--- src/rtl/elevator_pkg.sv ---
// elevator_pkg: shared floor width, direction codes (also used by the HEX display) and FSM states
package elevator_pkg;
    localparam int FLOOR_W = 6;
    localparam logic [1:0] DIR_UP   = 2'b00;
    localparam logic [1:0] DIR_STOP = 2'b01;
    localparam logic [1:0] DIR_DOWN = 2'b10;
    typedef enum logic [1:0] {IDLE = 2'd0, MOVE_UP = 2'd1, MOVE_DOWN = 2'd2, DOOR_OPEN = 2'd3} state_t;
endpackage

--- src/rtl/elevator_req_tracker.sv ---
// elevator_req_tracker: latched floor calls plus above/below/here flags relative to the car
module elevator_req_tracker
    import elevator_pkg::*;
#(
    parameter int NUM_FLOORS = 32
) (
    input  logic                  clk,
    input  logic                  rst_n,
    input  logic                  req_valid,
    input  logic [FLOOR_W-1:0]    req_floor,
    input  logic [FLOOR_W-1:0]    current_floor,
    input  logic                  clr_en,
    input  logic [FLOOR_W-1:0]    clr_floor,
    output logic [NUM_FLOORS-1:0] pending_mask,
    output logic                  any_above,
    output logic                  any_below,
    output logic                  hit_here,
    output logic                  clr_hit
);
    logic [NUM_FLOORS-1:0] req_vec, clr_vec, calls;
    // Decode this cycle's call and clear target; out-of-range floors match no bit and vanish.
    always_comb begin
        req_vec   = '0;
        clr_vec   = '0;
        calls     = '0;
        any_above = 1'b0;
        any_below = 1'b0;
        hit_here  = 1'b0;
        clr_hit   = 1'b0;
        for (int i = 0; i < NUM_FLOORS; i++) begin
            req_vec[i] = req_valid && (req_floor == FLOOR_W'(i + 1));
            clr_vec[i] = clr_en && (clr_floor == FLOOR_W'(i + 1));
            calls[i]   = pending_mask[i] | req_vec[i];
            any_above  = any_above | (calls[i] && (FLOOR_W'(i + 1) > current_floor));
            any_below  = any_below | (calls[i] && (FLOOR_W'(i + 1) < current_floor));
            hit_here   = hit_here | (req_vec[i] && (FLOOR_W'(i + 1) == current_floor));
            clr_hit    = clr_hit | (calls[i] && clr_vec[i]);
        end
    end
    // A call arriving together with a clear of its floor is serviced, never latched.
    always_ff @(posedge clk or negedge rst_n) begin
        if (!rst_n) pending_mask <= '0;
        else        pending_mask <= calls & ~clr_vec;
    end
endmodule

--- src/rtl/elevator_floor_scheduler.sv ---
// elevator_floor_scheduler: SCAN car sequencer with travel and door timers (optional ELEV_DOOR_HOLD_EN)
module elevator_floor_scheduler
    import elevator_pkg::*;
#(
    parameter int NUM_FLOORS  = 32,
    parameter int FLOOR_TICKS = 50,
    parameter int DOOR_TICKS  = 100
) (
    input  logic                  clk,
    input  logic                  rst_n,
    input  logic                  req_valid,
    input  logic [FLOOR_W-1:0]    req_floor,
    input  logic                  door_hold,
    output logic [FLOOR_W-1:0]    current_floor,
    output logic [1:0]            report_dir,
    output logic                  door_open,
    output logic [NUM_FLOORS-1:0] pending_mask
);
    localparam int MAX_T = (FLOOR_TICKS > DOOR_TICKS) ? FLOOR_TICKS : DOOR_TICKS;
    localparam int TW    = $clog2(MAX_T + 1);

    state_t             state, state_n, go_state, rev_state;
    logic [TW-1:0]      cnt, cnt_n;
    logic [FLOOR_W-1:0] floor_n, next_floor;
    logic [1:0]         last_dir, dir_n, rev_dir;
    logic               arrive, clr_en, any_above, any_below, hit_here, clr_hit, ahead, behind, hold;

`ifdef ELEV_DOOR_HOLD_EN
    assign hold = door_hold;
`else
    logic door_hold_unused;
    assign door_hold_unused = door_hold;
    assign hold = 1'b0;
`endif

    // Idle and door states swallow calls for the car's own floor; an arrival swallows calls for the new floor.
    assign arrive     = (state == MOVE_UP || state == MOVE_DOWN) && cnt == TW'(FLOOR_TICKS - 1);
    assign next_floor = state == MOVE_UP ? current_floor + FLOOR_W'(1) :
                        state == MOVE_DOWN ? current_floor - FLOOR_W'(1) : current_floor;
    assign clr_en     = state == IDLE || state == DOOR_OPEN || arrive;
    assign ahead      = last_dir == DIR_UP ? any_above : any_below;
    assign behind     = last_dir == DIR_UP ? any_below : any_above;
    assign go_state   = last_dir == DIR_UP ? MOVE_UP : MOVE_DOWN;
    assign rev_state  = last_dir == DIR_UP ? MOVE_DOWN : MOVE_UP;
    assign rev_dir    = last_dir == DIR_UP ? DIR_DOWN : DIR_UP;
    assign report_dir = state == MOVE_UP ? DIR_UP : state == MOVE_DOWN ? DIR_DOWN : DIR_STOP;
    assign door_open  = state == DOOR_OPEN;

    elevator_req_tracker #(.NUM_FLOORS(NUM_FLOORS)) u_tracker (
        .clk          (clk),
        .rst_n        (rst_n),
        .req_valid    (req_valid),
        .req_floor    (req_floor),
        .current_floor(current_floor),
        .clr_en       (clr_en),
        .clr_floor    (next_floor),
        .pending_mask (pending_mask),
        .any_above    (any_above),
        .any_below    (any_below),
        .hit_here     (hit_here),
        .clr_hit      (clr_hit)
    );

    // SCAN policy: keep going in last_dir while calls lie ahead, reverse only when none remain.
    always_comb begin
        state_n = state;
        cnt_n   = cnt;
        floor_n = current_floor;
        dir_n   = last_dir;
        case (state)
            IDLE: begin
                cnt_n = '0;
                if (hit_here) state_n = DOOR_OPEN;
                else if (ahead) state_n = go_state;
                else if (behind) begin
                    state_n = rev_state;
                    dir_n   = rev_dir;
                end
            end
            MOVE_UP, MOVE_DOWN: begin
                cnt_n   = arrive ? '0 : cnt + 1'b1;
                floor_n = arrive ? next_floor : current_floor;
                state_n = (arrive && clr_hit) ? DOOR_OPEN : state;
            end
            DOOR_OPEN: begin
                if (hit_here || hold) cnt_n = '0;
                else if (cnt == TW'(DOOR_TICKS - 1)) begin
                    cnt_n   = '0;
                    state_n = ahead ? go_state : behind ? rev_state : IDLE;
                    dir_n   = (!ahead && behind) ? rev_dir : last_dir;
                end
                else cnt_n = cnt + 1'b1;
            end
            default: state_n = IDLE;
        endcase
    end

    // Car state register; reset drops the car straight back to floor 1.
    always_ff @(posedge clk or negedge rst_n) begin
        if (!rst_n) begin
            state         <= IDLE;
            cnt           <= '0;
            current_floor <= FLOOR_W'(1);
            last_dir      <= DIR_UP;
        end else begin
            state         <= state_n;
            cnt           <= cnt_n;
            current_floor <= floor_n;
            last_dir      <= dir_n;
        end
    end
endmodule

--- config.mk ---
export PLATFORM = sky130hd
export DESIGN_NAME = elevator_floor_scheduler
export DESIGN_NICKNAME = d
export VERILOG_FILES = /design/src/rtl/elevator_pkg.sv /design/src/rtl/elevator_req_tracker.sv /design/src/rtl/elevator_floor_scheduler.sv
export SDC_FILE = /design/constraint.sdc
export NUM_CORES = 1
export LEC_CHECK = 0
export CORE_UTILIZATION = 27
export DETAILED_ROUTE_END_ITERATION = 10
export GPL_TIMING_DRIVEN = 0
export SYNTH_ARGS = -nofsm -noshare
export SYNTH_HDL_FRONTEND = slang
export SYNTH_SLANG_ARGS = --single-unit
--- constraint.sdc ---
create_clock -name clk -period 4.73 [get_ports clk]
set_input_delay 0.946 -clock clk [delete_from_list [all_inputs] [get_ports clk]]
set_output_delay 0.946 -clock clk [all_outputs]
set_load 0.02 [all_outputs]
==> out/summary.txt <==
Outcome - complete, no violations
Final Cycle Share - 94.5%
Cell count of the worst reg-to-reg path - 13
Global Route Usage Sum - 22.6%
RD Place Congestion - 0.987
Ys flop type - dfrtp_1
Worst rel slew slack - 9.16%
Antenna Cells - 0
Io pins - 51
Fillers - 1727
Synthesized Nets - 569
Distinct cells, synth - 84
Drt wl/cell - 23.3 um
Leak pwr - 2.09 nW
Worst setup SP type - flip-flop
Die height - 130 um
NumNets Final - 623
Final Max Slew Viols - 0
Worst Path Buf+Inv - 4
Crit path cell chain - buf_2, buf_2, inv_1, ha_1, clkbuf_1, nand4b_1, o211ai_1, nand2_1, o41ai_1, a211oi_1, o2111ai_1, o311ai_2, mux2_1
Mapped cell area - 4460 um2
Crit path top cell by count - buf_2
DP Cell Count - 813
Stages on worst setup path - 13
CP max stage delay - 0.66 ns
Max Clk Rate - 224 MHz
Register area - 1200 um2
Crit-path max FO - 10
Clock Latency Late Sink - 0.30 ns
Setup bufs post-CTS - 0
Crit path required time - 4.91 ns
Clock Sinks - 48
Initial antenna violation count - 0
P per Cell Area - 429 nW/um2
IO buf count - 46
CP endpoint kind - flip-flop
DRC marker count from the first detailed-route iteration - 623
1st-pass router iterations - 6
Gr ovfl total - 0
First-pass GRT wire length - 28700 um
H-tree depth - 2
Worst vdd ir - 273 uV
Crit-path slowest cell - o41ai_1
Total Die Area - 17000 um2
Post-CTS Hold Buffers - 0
Clock tree from TritonCTS - built
Hold violation count in the final report - 0
Hpwl dp - 14400 um
Arrival time worst endpoint - 4.65 ns
Number of synthesized flops with an enable pin - 0
Syn Area/Cell - 8.12 um2
Final Power - 2.30 mW
Initial Utilization - 27.9%
MaxCap Viol Count - 0
Final Critical Period - 4.47 ns
Hold WC Path Type - reg2reg
Multi-input gate area - 2960 um2
Largest net degree at the start of global routing - 27
FF+latch count, synth - 48
WHS Path Cells - 1
# rows - 46
Register area share after synthesis - 27.0%
Yosys warning total - 0
TritonCTS Buffers - 5
Vias per cell - 6.11
Post-DRT Antenna Nets - 0
Clock Path Buffers - 2
Setup-failing EPs final - 0
Clock slew at reported path FFs - 0.07 ns
WS Path Type - reg2reg
Tightest Pin Transition - 1.35 ns
Vias in the first global route - 4589
Layout cells sized above 1 - 13.2%
Worst Skew - 0.00548 ns
Core area - 16000 um2
Clk root buf - clkbuf_16
Post_cts resized - 0
Fin cells - 820
Drt total wl - 19100 um
DRC - 0
Die W - 130 um
RSZ-0062 raised after global routing - no
Post-Syn Instances - 549
Delay-heaviest family, CP - compound AO/OA/AOI/OAI gates
Ys async rst share - 100%
Total number of vias - 5011
Area growth syn-to-layout - 20.3%
cells in the final DEF (no fill, tap or decap), drive strengths merged, types with 5 or more instances in the layout:
cell           count
o21ai             31
o32ai              7
nor3              12
inv               12
and3b              5
nand4              7
and2               6
nor2              45
dfrtp             47
nand2             31
buf               36
clkdlybuf4s50     45
xor2               6
o22ai             18
nand3             16
o31ai              5
a211oi            12
mux2               5
ha                10
a22oi              5
a21o               8
or2                8
clkbuf            16
or3                8
xnor2             11
a31oi              7
a21oi             84
nor4b              8
and3               5
nor4              12
nor3b              7
metrics by stage:
step | worst slack [ns] | area, um2 | hold WS (ns) | setup TNS (ns) | utilization, %
detailed placement | 0.210 | 5220 | 0.499 | 0 | 32.6
finish | 0.260 | 5370 | 0.502 | 0 | 33.5
global route | 0.0441 | 5370 | 0.538 | 0 | 33.5
global placement | -0.509 | 5190 | 0.490 | -1.30 | 32.4
floorplan | 1.27 | 4460 | 0.461 | 0 | -
CTS | 0.187 | 5360 | 0.506 | 0 | 33.5
power breakdown:
part	total, mW	switching (mW)	internal, mW	leakage [nW]
Sequential	0.609	0.0908	0.518	0.616
Clock	0.366	0.168	0.198	0.0681
Combinational	1.33	0.846	0.483	1.40
Total	2.30	1.11	1.20	2.09
Yosys cell counts, drive strengths merged, types with 6 or more instances:
library cell  count  share of area (%)
a21o              8                1.3
xnor2            11                2.2
nor4             12                2.1
nor3             12                1.5
o22ai            18                2.7
and2              6               0.84
nand4             7               0.98
o21ai            31                3.5
a21oi            84                 10
a31oi             7               0.98
o32ai             7                1.4
or2               8                1.1
clkbuf           10               0.84
nor2             45                3.8
inv              12                1.0
dfrtp            47                 26
nor4b             8                1.9
nand3            16                1.8
xor2              6                1.3
ha               10                2.8
nor3b             7                1.2
buf              33                5.1
a211oi           12                2.1
or3               8                1.2
nand2            31                2.6
final cells by class:
| type | count | area share (%) |
|---|---|---|
| tap | 216 | 5.04 |
| sequential | 48 | 22.4 |
| timing repair buffer | 48 | 9.00 |
| multi-input combinational | 446 | 55.2 |
| buffer | 42 | 4.83 |
| clock buffer | 7 | 2.47 |
| clock inverter | 1 | 0.163 |
| inverter | 12 | 0.840 |
path summary, 6_finish.rpt:
check | slack [ns] | endpoint | from
worst max-delay path | 0.26 | state[0]$_DFFE_PN0P_ | current_floor[1]$_DFFE_PN0P_
worst max register to register | 0.26 | state[0]$_DFFE_PN0P_ | current_floor[1]$_DFFE_PN0P_
worst min-delay path | 0.50 | cnt[0]$_DFF_PN0_ | cnt[0]$_DFF_PN0_
min in group asynchronous | 0.64 | u_tracker.pending_mask[2]$_DFF_PN0_ | rst_n
worst min register to register | 0.50 | cnt[0]$_DFF_PN0_ | cnt[0]$_DFF_PN0_
max in group asynchronous | 3.48 | current_floor[0]$_DFFE_PN1P_ | rst_n
flip-flops by register name, indices dropped and copies added (netlist names):
signal and cells:
u_tracker.pending_mask 32, cnt 7, current_floor 6, state 2, last_dir 1
kinds of logic after synthesis:
| group | share of synthesized area, % |
|---|---|
| flip-flops | 27.0 |
| multiplexers | 1.49 |
| adder cells (fa/ha/maj) | 3.03 |
| XOR/XNOR | 3.51 |
| buffers and inverters | 6.90 |
| AO/OA/AOI/OAI | 31.5 |
| AND/OR/NAND/NOR | 26.6 |
per-layer routing:
metal / track usage [%] / vias up / share of wire (%)
li1: - / 2206 / -
met1: 31.0 / 2452 / 42
met2: 36.0 / 311 / 45
met3: 4.32 / 42 / 9.6
met4: 6.63 / 0 / 2.6
met5: 0 / - / 0
No activity file was read; power rests on OpenSTA's default activity.
==> RTL change 1, RTL diff (same settings) <==
`NUM_FLOORS` is set to 32 in 2 places; all go to 16.
--- a/src/rtl/elevator_req_tracker.sv
+++ b/src/rtl/elevator_req_tracker.sv
@@ -4,3 +4,3 @@
 #(
-    parameter int NUM_FLOORS = 32
+    parameter int NUM_FLOORS = 16
 ) (
--- a/src/rtl/elevator_floor_scheduler.sv
+++ b/src/rtl/elevator_floor_scheduler.sv
@@ -4,3 +4,3 @@
 #(
-    parameter int NUM_FLOORS  = 32,
+    parameter int NUM_FLOORS  = 16,
     parameter int FLOOR_TICKS = 50,
Ports: changed (resized pending_mask); port bits go from 51 to 35. No check against the original RTL was run, so the function may have changed too.
==> RTL change 1 against the unedited design <==
- the flow now finishes with violations (DRC)
- non-clock buffer count shrank 39
- final cell count shrank 37%
- sequential cell count shrank 16
- setup slack gained 0.54 ns
- area after synthesis shrank 36%
- via count shrank 43%
- design area shrank 36%
- total power shrank 67%
- register-to-register slack gained 0.69 ns
- count of clock-buffer cells in the layout shrank 2
- fmax grew 14%
- wire length shrank 53%
- synthesized cell count shrank 38%
==> RTL change 1: results <==
[detailed_routing]
drc = 2
wl_per_cell_um = 17.6
dr.first_iter.drc_count = 217
routed-wl-met3_um = 637
drt_wl_total_um = 9030

[finish]
clock_area_frac = 0.0257
num-nonclk-inverters = 11
reg_top3 = "u_tracker.pending_mask (16), cnt (7), current_floor (6)"

[power]
p_clk_w = 0.000213

[setup_path]
cp_max_fo = 8
worstSetupStartpoint = "req_floor[4]"
r2r-start = "current_floor[0]"
reg2reg_slack_ns = 0.95

[outcome]
status = "complete, but fails checks"
violations = "DRC"

[synth]
syn_nets = 359
synthTopCellsByArea = "dfrtp_1, a21oi_1, nor2_1"
synth_adder_area_share = 0.0473
synth-seq-area-share = 0.281
synth_cell_types = 72
synth_compound_area_frac = 0.240
synthCells = 339

[placement]
placedCellCount = 505
place_area_um2 = 3320
io_buffers = 30
dp_hpwl_um = 6820

[grt]
grtUsageMet3 = 0.0306

[sta]
holdWs_ns = 0.504
worst_clock_skew_ns = 0.00563
-- RTL change 1: cell types whose count changed in the layout (fill, tap and decap cells not counted), moves of 6 or more --
cell             delta
a21oi_1            -40
a21oi_2             -7
and2_1              -6
buf_4               -7
clkbuf_1            -6
clkdlybuf4s50_1    -16
dfrtp_1            -16
mux2i_1             +6
nand2_1             -8
nand3_1             -9
nor2_1              -8
o21ai_0            -18
o22ai_1            -11
-- RTL change 1: per-stage QoR --
stage          setup slack, ns   util
3_3_place_gp             0.487  0.324
3_5_place_dp             0.507  0.323
4_1_cts                  0.796  0.332
2_1_floorplan             1.55      -
6_report                 0.800  0.332
5_1_grt                  0.626  0.332
-- RTL change 1: worst max-delay path, cell delays in order --
cell,delay [ns]
clkdlybuf4s50_1,0.53
nor4b_2,0.88
a21oi_1,0.35
a21o_1,0.24
a22o_1,0.17
a31oi_1,0.23
a211oi_2,0.11
nand4_1,0.13
and3_4,0.20
mux2_4,0.30
==> RTL change 2, RTL diff (config.mk and constraints unchanged) <==
Made on the original files. Re-encode `state_t` (4 states) as one-hot, 4 bits wide.
--- a/src/rtl/elevator_pkg.sv
+++ b/src/rtl/elevator_pkg.sv
@@ -6,3 +6,3 @@
     localparam logic [1:0] DIR_DOWN = 2'b10;
-    typedef enum logic [1:0] {IDLE = 2'd0, MOVE_UP = 2'd1, MOVE_DOWN = 2'd2, DOOR_OPEN = 2'd3} state_t;
+    typedef enum logic [3:0] {IDLE = 4'b0001, MOVE_UP = 4'b0010, MOVE_DOWN = 4'b0100, DOOR_OPEN = 4'b1000} state_t;
 endpackage
Formal check against the unedited RTL: no difference found for any inputs over 10 cycles, from zero or initial values and one cycle with rst_n low; not proved beyond that.
==> RTL change 2 against the unedited design <==
- clock skew up 0.00059 ns
- sequential share of layout area decreased by 0.20 points
- critical endpoint is now state[3]
- design area increased by 5.2%
- first-iteration DRC count down 14%
- total power decreased by 16%
- sequential cell count rose by 2
- critical path type is now in -> reg
- clock power is 6.0% higher
- setup slack worse by 0.14 ns
- wire length grew 4.3%
- global-route usage fell by 0.30 points
- worst hold slack gained 0.038 ns
- area after synthesis increased by 5.9%
- via count grew 3.0%
==> RTL change 2: results <==
[placement]
dp_hpwl_um = 15000
place_area_um2 = 5490
pre_cts_slack_ns = -0.0740

[power]
swShare = 0.434

[finish]
layout.nets = 637
multiInputGateArea_um2 = 3120
n_all_buffers = 97
clock_area_frac = 0.0273
seqCellArea_um2 = 1250

[synth]
synth_compound_area_frac = 0.328
synth_mux_area_frac = 0.0278
syn_nets = 581
synthTopCellsByArea = "dfrtp_1, a21oi_1, a31oi_1"
yosys-top-cells-count = "dfrtp_1, a21oi_1, nand2_1"
syn_avg_cell_area_um2 = 8.35
synthCells = 565

[detailed_routing]
first_pass_iters = 5
dr.first_iter.drc_count = 537
route.met2.wl_um = 8690
num_vias = 5163
routed-wl-met3_um = 1960

[grt]
grtUsageMet1 = 0.316
grt_max_degree = 37
grtUsageMet2 = 0.341
grtUsageTotal = 0.223
grtUsageMet3 = 0.0276
grt_pass1_vias = 4912

[sta]
worst_slew_pin_slew_ns = 0.993
worst_clock_skew_ns = 0.00608

[hold_path]
worstHoldStart = "cnt[6]"

[outcome]
status = "complete, no violations"

[setup_path]
cp.arrival_ns = 4.79

[clocking]
cts.sinks = 50
[RTL change 2: power by group through the flow]
| stage | Clock [W] | Combinational (W) | Sequential [W] |
|---|---|---|---|
| 5_1_grt | 0.000411 | 0.00103 | 0.000584 |
| 3_5_place_dp | 0 | 0.000947 | 0.000581 |
| 6_report | 0.000388 | 0.000964 | 0.000575 |
| 2_1_floorplan | 0 | 0.000555 | 0.000631 |
| 3_3_place_gp | 0 | 0.000945 | 0.000582 |
| 4_1_cts | 0.000400 | 0.000952 | 0.000574 |
[RTL change 2: metrics by stage]
stage | power (W) | hold WS [ns] | utilization
finish | 0.00193 | 0.540 | 0.336
global route | 0.00203 | 0.574 | 0.336
CTS | 0.00193 | 0.547 | 0.336
detailed placement | 0.00153 | 0.531 | 0.326
global placement | 0.00153 | 0.528 | 0.326
floorplan | 0.00119 | 0.480 | -
